--- config.mk ---
export PLATFORM = sky130hd
export DESIGN_NAME = isoiec7816_atr_parser
export DESIGN_NICKNAME = d
export VERILOG_FILES = /design/src/rtl/isoiec7816_pkg.sv /design/src/rtl/isoiec7816_atr_parser.sv
export SDC_FILE = /design/constraint.sdc
export NUM_CORES = 1
export LEC_CHECK = 0
export CORE_MARGIN = 4
export CORE_UTILIZATION = 37
export DETAILED_ROUTE_END_ITERATION = 10
export PLACE_DENSITY = 0.7
export SYNTH_ARGS = -nofsm -noshare
export SYNTH_HDL_FRONTEND = slang
export SYNTH_SLANG_ARGS = --single-unit
--- constraint.sdc ---
create_clock -name clock -period 2.6 [get_ports clock]
set_clock_uncertainty 0.2 [all_clocks]
set_input_delay 0.52 -clock clock [delete_from_list [all_inputs] [get_ports clock]]
set_output_delay 0.52 -clock clock [all_outputs]
set_load 0.1 [all_outputs]
--- src/rtl/isoiec7816_pkg.sv ---
// Shared definitions for the ISO/IEC 7816 interface-device blocks:
// ATR parser states, TS constants, error codes and interface-byte defaults.
package isoiec7816_pkg;

   typedef enum logic [3:0] {
      ST_IDLE,
      ST_TS,
      ST_T0,
      ST_TA,
      ST_TB,
      ST_TC,
      ST_TD,
      ST_HIST,
      ST_TCK,
      ST_DONE,
      ST_ERROR
   } atr_state_t;

   localparam logic [7:0] TS_DIRECT      = 8'h3B;
   localparam logic [7:0] TS_INVERSE_RAW = 8'h03;

   localparam logic [1:0] ERR_NONE     = 2'd0;
   localparam logic [1:0] ERR_BAD_TS   = 2'd1;
   localparam logic [1:0] ERR_TCK      = 2'd2;
   localparam logic [1:0] ERR_OVERFLOW = 2'd3;

   localparam logic [7:0] TA1_DEFAULT = 8'h11;
   localparam logic [7:0] TC2_DEFAULT = 8'd10;

   // Next field to expect, given the interface bytes still pending in the
   // current group (bit0=TA .. bit3=TD) and what follows the interface bytes.
   function automatic atr_state_t next_field(input logic [3:0] y_rem,
                                             input logic       hist_pending,
                                             input logic       tck_pending);
      if (y_rem[0])          return ST_TA;
      else if (y_rem[1])     return ST_TB;
      else if (y_rem[2])     return ST_TC;
      else if (y_rem[3])     return ST_TD;
      else if (hist_pending) return ST_HIST;
      else if (tck_pending)  return ST_TCK;
      else                   return ST_DONE;
   endfunction

endpackage

--- src/rtl/isoiec7816_atr_parser.sv ---
// Answer-To-Reset decoder: detects the convention, extracts the global
// interface bytes, protocol set and historical count, and verifies TCK.
module isoiec7816_atr_parser
   import isoiec7816_pkg::*;
#(
   parameter int MAX_LEN = 33
) (
   input  logic        clock,
   input  logic        reset,
   input  logic        start,
   input  logic [7:0]  char,
   input  logic        received,
   output logic        busy,
   output logic        done,
   output logic        error,
   output logic [1:0]  error_code,
   output logic        inverse,
   output logic [7:0]  ta1,
   output logic [7:0]  tb1,
   output logic [7:0]  tc1,
   output logic [7:0]  ta2,
   output logic        ta2_present,
   output logic [7:0]  tc2,
   output logic [15:0] protocols,
   output logic [3:0]  hist_count,
   output logic [5:0]  char_count
);

   localparam logic [5:0] MAX_CNT = 6'(MAX_LEN);

   atr_state_t  state, state_d;
   logic        busy_d, done_d, error_d, inverse_d, ta2_present_d, tck_req, tck_req_d;
   logic [1:0]  error_code_d, idx, idx_d;
   logic [7:0]  ta1_d, tb1_d, tc1_d, ta2_d, tc2_d, chk, chk_d;
   logic [15:0] protocols_d;
   logic [3:0]  hist_count_d, hist_left, hist_left_d, y_mask, y_mask_d;
   logic [5:0]  char_count_d;

   always_ff @(posedge clock or negedge reset) begin
      if (!reset) begin
         state       <= ST_IDLE;
         busy        <= 1'b0;
         done        <= 1'b0;
         error       <= 1'b0;
         error_code  <= ERR_NONE;
         inverse     <= 1'b0;
         ta1         <= TA1_DEFAULT;
         tb1         <= '0;
         tc1         <= '0;
         ta2         <= '0;
         ta2_present <= 1'b0;
         tc2         <= TC2_DEFAULT;
         protocols   <= '0;
         hist_count  <= '0;
         char_count  <= '0;
         hist_left   <= '0;
         y_mask      <= '0;
         idx         <= '0;
         tck_req     <= 1'b0;
         chk         <= '0;
      end else begin
         state       <= state_d;
         busy        <= busy_d;
         done        <= done_d;
         error       <= error_d;
         error_code  <= error_code_d;
         inverse     <= inverse_d;
         ta1         <= ta1_d;
         tb1         <= tb1_d;
         tc1         <= tc1_d;
         ta2         <= ta2_d;
         ta2_present <= ta2_present_d;
         tc2         <= tc2_d;
         protocols   <= protocols_d;
         hist_count  <= hist_count_d;
         char_count  <= char_count_d;
         hist_left   <= hist_left_d;
         y_mask      <= y_mask_d;
         idx         <= idx_d;
         tck_req     <= tck_req_d;
         chk         <= chk_d;
      end
   end

   always_comb begin
      state_d       = state;
      busy_d        = busy;
      done_d        = done;
      error_d       = error;
      error_code_d  = error_code;
      inverse_d     = inverse;
      ta1_d         = ta1;
      tb1_d         = tb1;
      tc1_d         = tc1;
      ta2_d         = ta2;
      ta2_present_d = ta2_present;
      tc2_d         = tc2;
      protocols_d   = protocols;
      hist_count_d  = hist_count;
      char_count_d  = char_count;
      hist_left_d   = hist_left;
      y_mask_d      = y_mask;
      idx_d         = idx;
      tck_req_d     = tck_req;
      chk_d         = chk;

      if (start) begin
         state_d       = ST_TS;
         busy_d        = 1'b1;
         done_d        = 1'b0;
         error_d       = 1'b0;
         error_code_d  = ERR_NONE;
         inverse_d     = 1'b0;
         ta1_d         = TA1_DEFAULT;
         tb1_d         = '0;
         tc1_d         = '0;
         ta2_d         = '0;
         ta2_present_d = 1'b0;
         tc2_d         = TC2_DEFAULT;
         protocols_d   = '0;
         hist_count_d  = '0;
         char_count_d  = '0;
         hist_left_d   = '0;
         y_mask_d      = '0;
         idx_d         = '0;
         tck_req_d     = 1'b0;
         chk_d         = '0;
      end else if (received && busy) begin
         if (char_count == MAX_CNT) begin
            state_d      = ST_ERROR;
            error_code_d = ERR_OVERFLOW;
         end else begin
            char_count_d = char_count + 6'd1;
            if (state != ST_TS) chk_d = chk ^ char;
            unique case (state)
               ST_TS: begin
                  if (char == TS_DIRECT) begin
                     state_d = ST_T0;
                  end else if (char == TS_INVERSE_RAW) begin
                     inverse_d = 1'b1;
                     state_d   = ST_T0;
                  end else begin
                     state_d      = ST_ERROR;
                     error_code_d = ERR_BAD_TS;
                  end
               end
               ST_T0: begin
                  hist_count_d = char[3:0];
                  hist_left_d  = char[3:0];
                  y_mask_d     = char[7:4];
                  idx_d        = 2'd1;
                  if (!char[7]) protocols_d[0] = 1'b1;
                  state_d = next_field(char[7:4], char[3:0] != 4'd0, 1'b0);
               end
               ST_TA: begin
                  if (idx == 2'd1) ta1_d = char;
                  if (idx == 2'd2) begin
                     ta2_d         = char;
                     ta2_present_d = 1'b1;
                  end
                  y_mask_d = {y_mask[3:1], 1'b0};
                  state_d  = next_field(y_mask_d, hist_count != 4'd0, tck_req);
               end
               ST_TB: begin
                  if (idx == 2'd1) tb1_d = char;
                  y_mask_d = {y_mask[3:2], 2'b00};
                  state_d  = next_field(y_mask_d, hist_count != 4'd0, tck_req);
               end
               ST_TC: begin
                  if (idx == 2'd1) tc1_d = char;
                  if (idx == 2'd2) tc2_d = char;
                  y_mask_d = {y_mask[3], 3'b000};
                  state_d  = next_field(y_mask_d, hist_count != 4'd0, tck_req);
               end
               ST_TD: begin
                  protocols_d[char[3:0]] = 1'b1;
                  if (char[3:0] != 4'd0) tck_req_d = 1'b1;
                  y_mask_d = char[7:4];
                  // only groups 1 and 2 carry stored bytes, so the index saturates
                  if (idx != 2'd3) idx_d = idx + 2'd1;
                  state_d = next_field(char[7:4], hist_count != 4'd0, tck_req_d);
               end
               ST_HIST: begin
                  hist_left_d = hist_left - 4'd1;
                  if (hist_left == 4'd1) state_d = tck_req ? ST_TCK : ST_DONE;
               end
               ST_TCK: begin
                  if (chk_d == 8'd0) begin
                     state_d = ST_DONE;
                  end else begin
                     state_d      = ST_ERROR;
                     error_code_d = ERR_TCK;
                  end
               end
               default: state_d = state;
            endcase
         end
         if (state_d == ST_DONE) begin
            done_d = 1'b1;
            busy_d = 1'b0;
         end
         if (state_d == ST_ERROR) begin
            error_d = 1'b1;
            busy_d  = 1'b0;
         end
      end
   end

endmodule

* Yosys cells after proc, flatten, opt, wreduce, memory -nomap -nowiden *
Cells that the tools add are included.

word-level totals
  bits in registers = 95
  input bits = 12

operators by class
  $add $sub $neg = 3
  muxes and demuxes = 120
  $lt $le $gt $ge = 2
  reductions and logical operators = 44
  eq/ne operators = 28
  bitwise logic cells = 2

operators with widths
  operator                                             count
  two-way mux 8 bit                                    29
  two-way mux 4 bit                                    32
  two-way mux 16 bit                                   3
  two-way mux 1 bit                                    34
  case mux 4 bit (8 select lines)                      1
  AND reduction 4 bit                                  8
  nonzero test 2 bit                                   13
  two-way mux 2 bit                                    11
  two-way mux 6 bit                                    3
  equality test 4 x 3 -> 1 bit, second input constant  4
  bitwise OR 16 bit                                    1
  case mux 4 bit (4 select lines)                      1
  nonzero test 4 bit                                   4
  two-way mux 15 bit                                   1
  AND reduction 5 bit                                  3
  equality test 4 bit, second input constant           3
  inequality test 2 bit, second input constant         6
  inequality test 4 bit, second input constant         3
  nonzero test 3 bit                                   4
  AND reduction 3 bit                                  3
  equality test 4 x 1 -> 1 bit, second input constant  2
  equality test 4 x 2 -> 1 bit, second input constant  2
  equality test 8 x 2 -> 1 bit, second input constant  1
  equality test 8 x 6 -> 1 bit, second input constant  1
  20 further kinds                                     26

* Logic depth before layout (Yosys ltp) *
  depth in word-level cells = 21
  mapped depth = 10
  mapped depth without buffers = 9

* Worst setup path after synthesis *
OpenSTA, ideal clock, no wires.

  kind = reg-to-reg
  start point = reg char_count[1]
  end point = reg tb1[0]
  buffers on the path = 0
  required time = 2.275 ns
  data arrival time = 2.814 ns
  clock period less this slack = 3.140 ns
  stages on the path, launching flop included = 9
  setup slack = -0.540 ns
  path through = dfrtp_1 -> inv_1 -> ha_1 -> nand2_1 -> nor4_2 -> a21oi_1 -> nand2_1 -> o41ai_2 -> mux2_2

on the way
  longest elaborated chain between the ends = 3

ends and longest elaborated chain
  element                          RTL line                      text
  start, declared                  isoiec7816_atr_parser.sv:26   output logic [5:0] char_count
  start signal, assigned           isoiec7816_atr_parser.sv:76   char_count <= char_count_d;
  equality test 6 bit              isoiec7816_atr_parser.sv:129  if (char_count == MAX_CNT) begin
  inequality test 2 bit (no line)  n/a
  AND reduction 4 bit (no line)    n/a
  end signal, assigned             isoiec7816_atr_parser.sv:69   tb1 <= tb1_d;
  end, declared                    isoiec7816_atr_parser.sv:19   output logic [7:0] tb1,

Every way passes these cells.
A chain may end at the register's enable or synchronous reset.

* Worst setup path after layout *
  start point = reg state[1]
  end point = reg busy

on the way
  longest elaborated chain between the ends = 15

ends and longest elaborated chain
  element                              RTL line                      text
  start, declared                      isoiec7816_atr_parser.sv:31   atr_state_t state, state_d;
  start signal, assigned               isoiec7816_atr_parser.sv:62   state <= state_d;
  inequality test 4 x 1 -> 1 bit       isoiec7816_atr_parser.sv:134  if (state != ST_TS) chk_d = chk ^ char;
  two-way mux 8 bit                    isoiec7816_atr_parser.sv:134
  two-way mux 8 bit                    isoiec7816_atr_parser.sv:129
  two-way mux 8 bit                    isoiec7816_atr_parser.sv:128  end else if (received && busy) begin
  two-way mux 8 bit                    isoiec7816_atr_parser.sv:107  if (start) begin
  zero test 8 bit                      isoiec7816_atr_parser.sv:188  if (chk_d == 8'd0) begin
  two-way mux 2 bit                    isoiec7816_atr_parser.sv:188
  case mux 4 bit (8 select lines) (*)  isoiec7816_atr_parser.sv:135  unique case (state)
  two-way mux 4 bit (*)                isoiec7816_atr_parser.sv:129
  two-way mux 4 bit (*)                isoiec7816_atr_parser.sv:128
  two-way mux 4 bit (*)                isoiec7816_atr_parser.sv:107
  equality test 4 bit                  isoiec7816_atr_parser.sv:202  if (state_d == ST_ERROR) begin
  two-way mux 1 bit                    isoiec7816_atr_parser.sv:202
  two-way mux 1 bit                    isoiec7816_atr_parser.sv:128
  two-way mux 1 bit                    isoiec7816_atr_parser.sv:107
  end signal, assigned                 isoiec7816_atr_parser.sv:63   busy <= busy_d;
  end, declared                        isoiec7816_atr_parser.sv:13   output logic busy,

Every way passes the cells marked *; elsewhere a longest branch is shown, timed or not. The select of a mux whose other input is x is not followed.

==> run summary <==
die width -> 122 um
Fin. Hold Viols -> 0
flop2flop setup slack -> 60 ps
register area share after synthesis -> 49.1%
post-layout minimum cycle time -> 2540 ps
Clock power frac -> 21.5%
crit share post-route -> 97.6%
antenna-violating nets left -> 0
worst skew pair latency -> 360 ps
Num CTS Buffers -> 9
DRC Markers -> 0
Arrival @ worst endpoint -> 2580 ps
total number of vias -> 4240
diodes inserted -> 0
pre-CTS setup slack -> -466 ps
Hold Crit Class -> register to register
gpl congestion -> 0.877
total global-route track usage -> 19.5%
worst-path maximum fanout -> 9
Yosys reg bits -> 95
Logic pwr share -> 48.6%
element type at the critical path end -> register
worst setup slack after layout -> 61.7 ps
core area -> 0.0127 mm2
Buffers on Ports -> 84
fmax -> 0.394 GHz
first drt pass iteration count -> 5
Slew @ Worst Pin -> 591 ps
nets -> 640
Die Ht -> 122 um
CTS tree -> done
number of global-route vias before repair -> 4369
switching share of power -> 43.5%
Critical Path Max Stage Delay -> 440 ps
first-pass GRT wire length -> 23.0 mm
Routed WL per cell -> 17.6 um
Worst slew margin -> 60.5%
Die Area -> 0.0150 mm2
Fillers -> 1183
post-synth cell types -> 62
Starting DRT DRC Count -> 152
starting density of the core -> 38.1%
Synth area leaders -> dfrtp_1 (47%), mux2_2 (9.3%), nor2_1 (4.4%), a21oi_1 (3.2%), nand2_1 (2.2%)
Ys Warns -> 0
worst path required time -> 2640 ps
critical path, cell by cell -> nor4b_4, buf_6, nor2_1, o32ai_1, and4_1, o211ai_2, or2_1, a311o_1
initial antenna violation count -> 0
HPWL Detailed -> 10.2 mm
setup violators final -> 0
status -> finished clean
Synth area leader -> dfrtp_1
FFs w/ async S/R, synth -> 100%
grt ovf -> 0
Final Max Slew Viols -> 0
Worst VDD drop -> 361 uV
cell internal pwr -> 0.00354 W
vias per inst -> 5.31
# rows -> 41
synthesized cell area -> 0.00485 mm2
# IOs -> 85
CP max-delay cell -> dfrtp_1
RSZ-0062 raised after global routing -> yes
syn nets -> 493
crit path kind -> register to register
sequential fraction of design power -> 30.0%
Max Cap Viol -> 0
layout cell share with drive strength beyond 1 -> 39.9%
Critical path buffers and inverters -> 1
CP startpoint kind -> register
Synth Instances -> 474
DRT Wirelength -> 14.0 mm
Sw Pwr -> 0.00273 W
largest net degree at the start of global routing -> 39
LEAKAGE -> 3.08 nW
power per cell area -> 934 mW/mm2
ys flop type -> dfrtp_1
clk buf depth -> 2
area grow syn2layout -> 38.3%
Crit path max-delay family -> simple AND/OR/NAND/NOR gates
Root Buffer -> clkbuf_16
Hold Worst Slack -> 295 ps
Clock transition at path regs -> 70 ps
area fraction of the dominant cell type after synthesis -> 47.0%
H-tree Lvls -> 3
syn avg cell area -> 10.2 um2
# clock sinks -> 95
Post-synth EDFFs -> 0
synthesized netlist by cell type, types with 3 or more instances:
| library cell | instances |
|---|---|
| o2bb2ai_1 | 4 |
| a211oi_1 | 3 |
| buf_2 | 6 |
| clkbuf_1 | 22 |
| ha_1 | 7 |
| dfrtp_1 | 91 |
| xor2_1 | 12 |
| nand2_1 | 29 |
| nand4_1 | 11 |
| o32ai_1 | 4 |
| o21a_1 | 6 |
| inv_1 | 12 |
| mux2_2 | 40 |
| nor2b_1 | 13 |
| nand2b_1 | 3 |
| nor2_1 | 57 |
| dfstp_2 | 4 |
| nor3b_1 | 7 |
| nand3b_1 | 3 |
| xnor2_1 | 4 |
| a31oi_1 | 10 |
| o21ai_0 | 15 |
| nor3_1 | 16 |
| nand3_1 | 8 |
| nor4bb_1 | 5 |
| a21oi_1 | 31 |
| nor4_1 | 5 |
| or4_1 | 4 |
path summary, 6_finish.rpt:
| kind | startpoint | endpoint | cells after the start |
|---|---|---|---|
| setup reg to reg | state[1] | busy | 8 |
| min in group asynchronous | reset | state[2] | 2 |
| max in group asynchronous | reset | tc1[6] | 3 |
| hold reg to reg | protocols[11] | protocols[11] | 1 |
| setup / recovery | state[1] | busy | 8 |
| hold / removal | protocols[11] | protocols[11] | 1 |
final cells by class:
cell class | instances | area, um2 | area share [%]
sequential | 95 | 2410 | 35.9
multi-input combinational | 336 | 2390 | 35.7
tap | 172 | 215 | 3.21
timing repair buffer | 166 | 1330 | 19.8
clock inverter | 7 | 86.3 | 1.29
inverter | 13 | 48.8 | 0.728
clock buffer | 9 | 225 | 3.36
cells by family after synthesis:
| kind of cell | share of synthesized area, % |
|---|---|
| AND/OR/NAND/NOR | 19.2 |
| XOR/XNOR | 2.89 |
| AO/OA/AOI/OAI | 13.2 |
| multiplexers | 10.2 |
| flip-flops | 49.1 |
| adder cells (fa/ha/maj) | 1.81 |
| buffers and inverters | 3.64 |
registers in the layout (all words and copies together) (netlist names), 3 cells and up:
name	cells
char_count	6
chk	8
hist_count	4
hist_left	4
protocols	16
state	4
ta1	8
ta2	8
tb1	8
tc1	8
tc2	8
y_mask	3
through the flow:
step           cells  power [W]  utilization (%)  setup TNS, ps  area, um2
3_5_place_dp     776    0.00480             49.3          -6210       6270
6_report         798    0.00626             52.7              0       6700
2_1_floorplan    474    0.00375                -          -33.7       4920
5_1_grt          798    0.00659             52.7          -41.6       6700
3_3_place_gp     776    0.00477             49.3          -5250       6270
4_1_cts          797    0.00619             52.2          -9.12       6640
power by group through the flow:
stage | registers (W) | logic [W] | clock network (W)
5_1_grt | 0.00190 | 0.00325 | 0.00144
6_report | 0.00188 | 0.00304 | 0.00134
3_3_place_gp | 0.00189 | 0.00288 | 0
2_1_floorplan | 0.00255 | 0.00119 | 0
3_5_place_dp | 0.00190 | 0.00290 | 0
4_1_cts | 0.00188 | 0.00294 | 0.00138
cell usage in the layout, fill, tap and decap left out, types with 5 or more instances in the layout:
| cell | instances |
|---|---|
| mux2_2 | 40 |
| clkbuf_16 | 9 |
| inv_1 | 12 |
| o21a_1 | 6 |
| ha_1 | 7 |
| buf_4 | 148 |
| nand3_1 | 8 |
| nor2_1 | 56 |
| a21oi_1 | 30 |
| a31oi_1 | 9 |
| nor3_1 | 14 |
| nand2_1 | 29 |
| dfrtp_1 | 79 |
| o21ai_0 | 15 |
| nand4_1 | 11 |
| dfrtp_2 | 7 |
| xor2_1 | 12 |
| nor3b_1 | 7 |
| dfrtp_4 | 5 |
| nor2b_1 | 13 |
what timing repair did:
item                       CTS  global route
buffers inserted             4             1
pin swaps                    8             9
hold endpoints to repair    33             0
setup endpoints to repair    4            11
resized for setup            7            13
hold buffers                 1             0
per-layer routing:
layer  global-route usage, %  vias up  share of wire (%)
met2                    32.1       94                 49
li1                        -     2007                  -
met4                    6.02        0                1.6
met3                    3.82       21                4.9
met1                    26.1     2118                 44
met5                       0        -                  0
No activity file was read; power rests on OpenSTA's default activity.
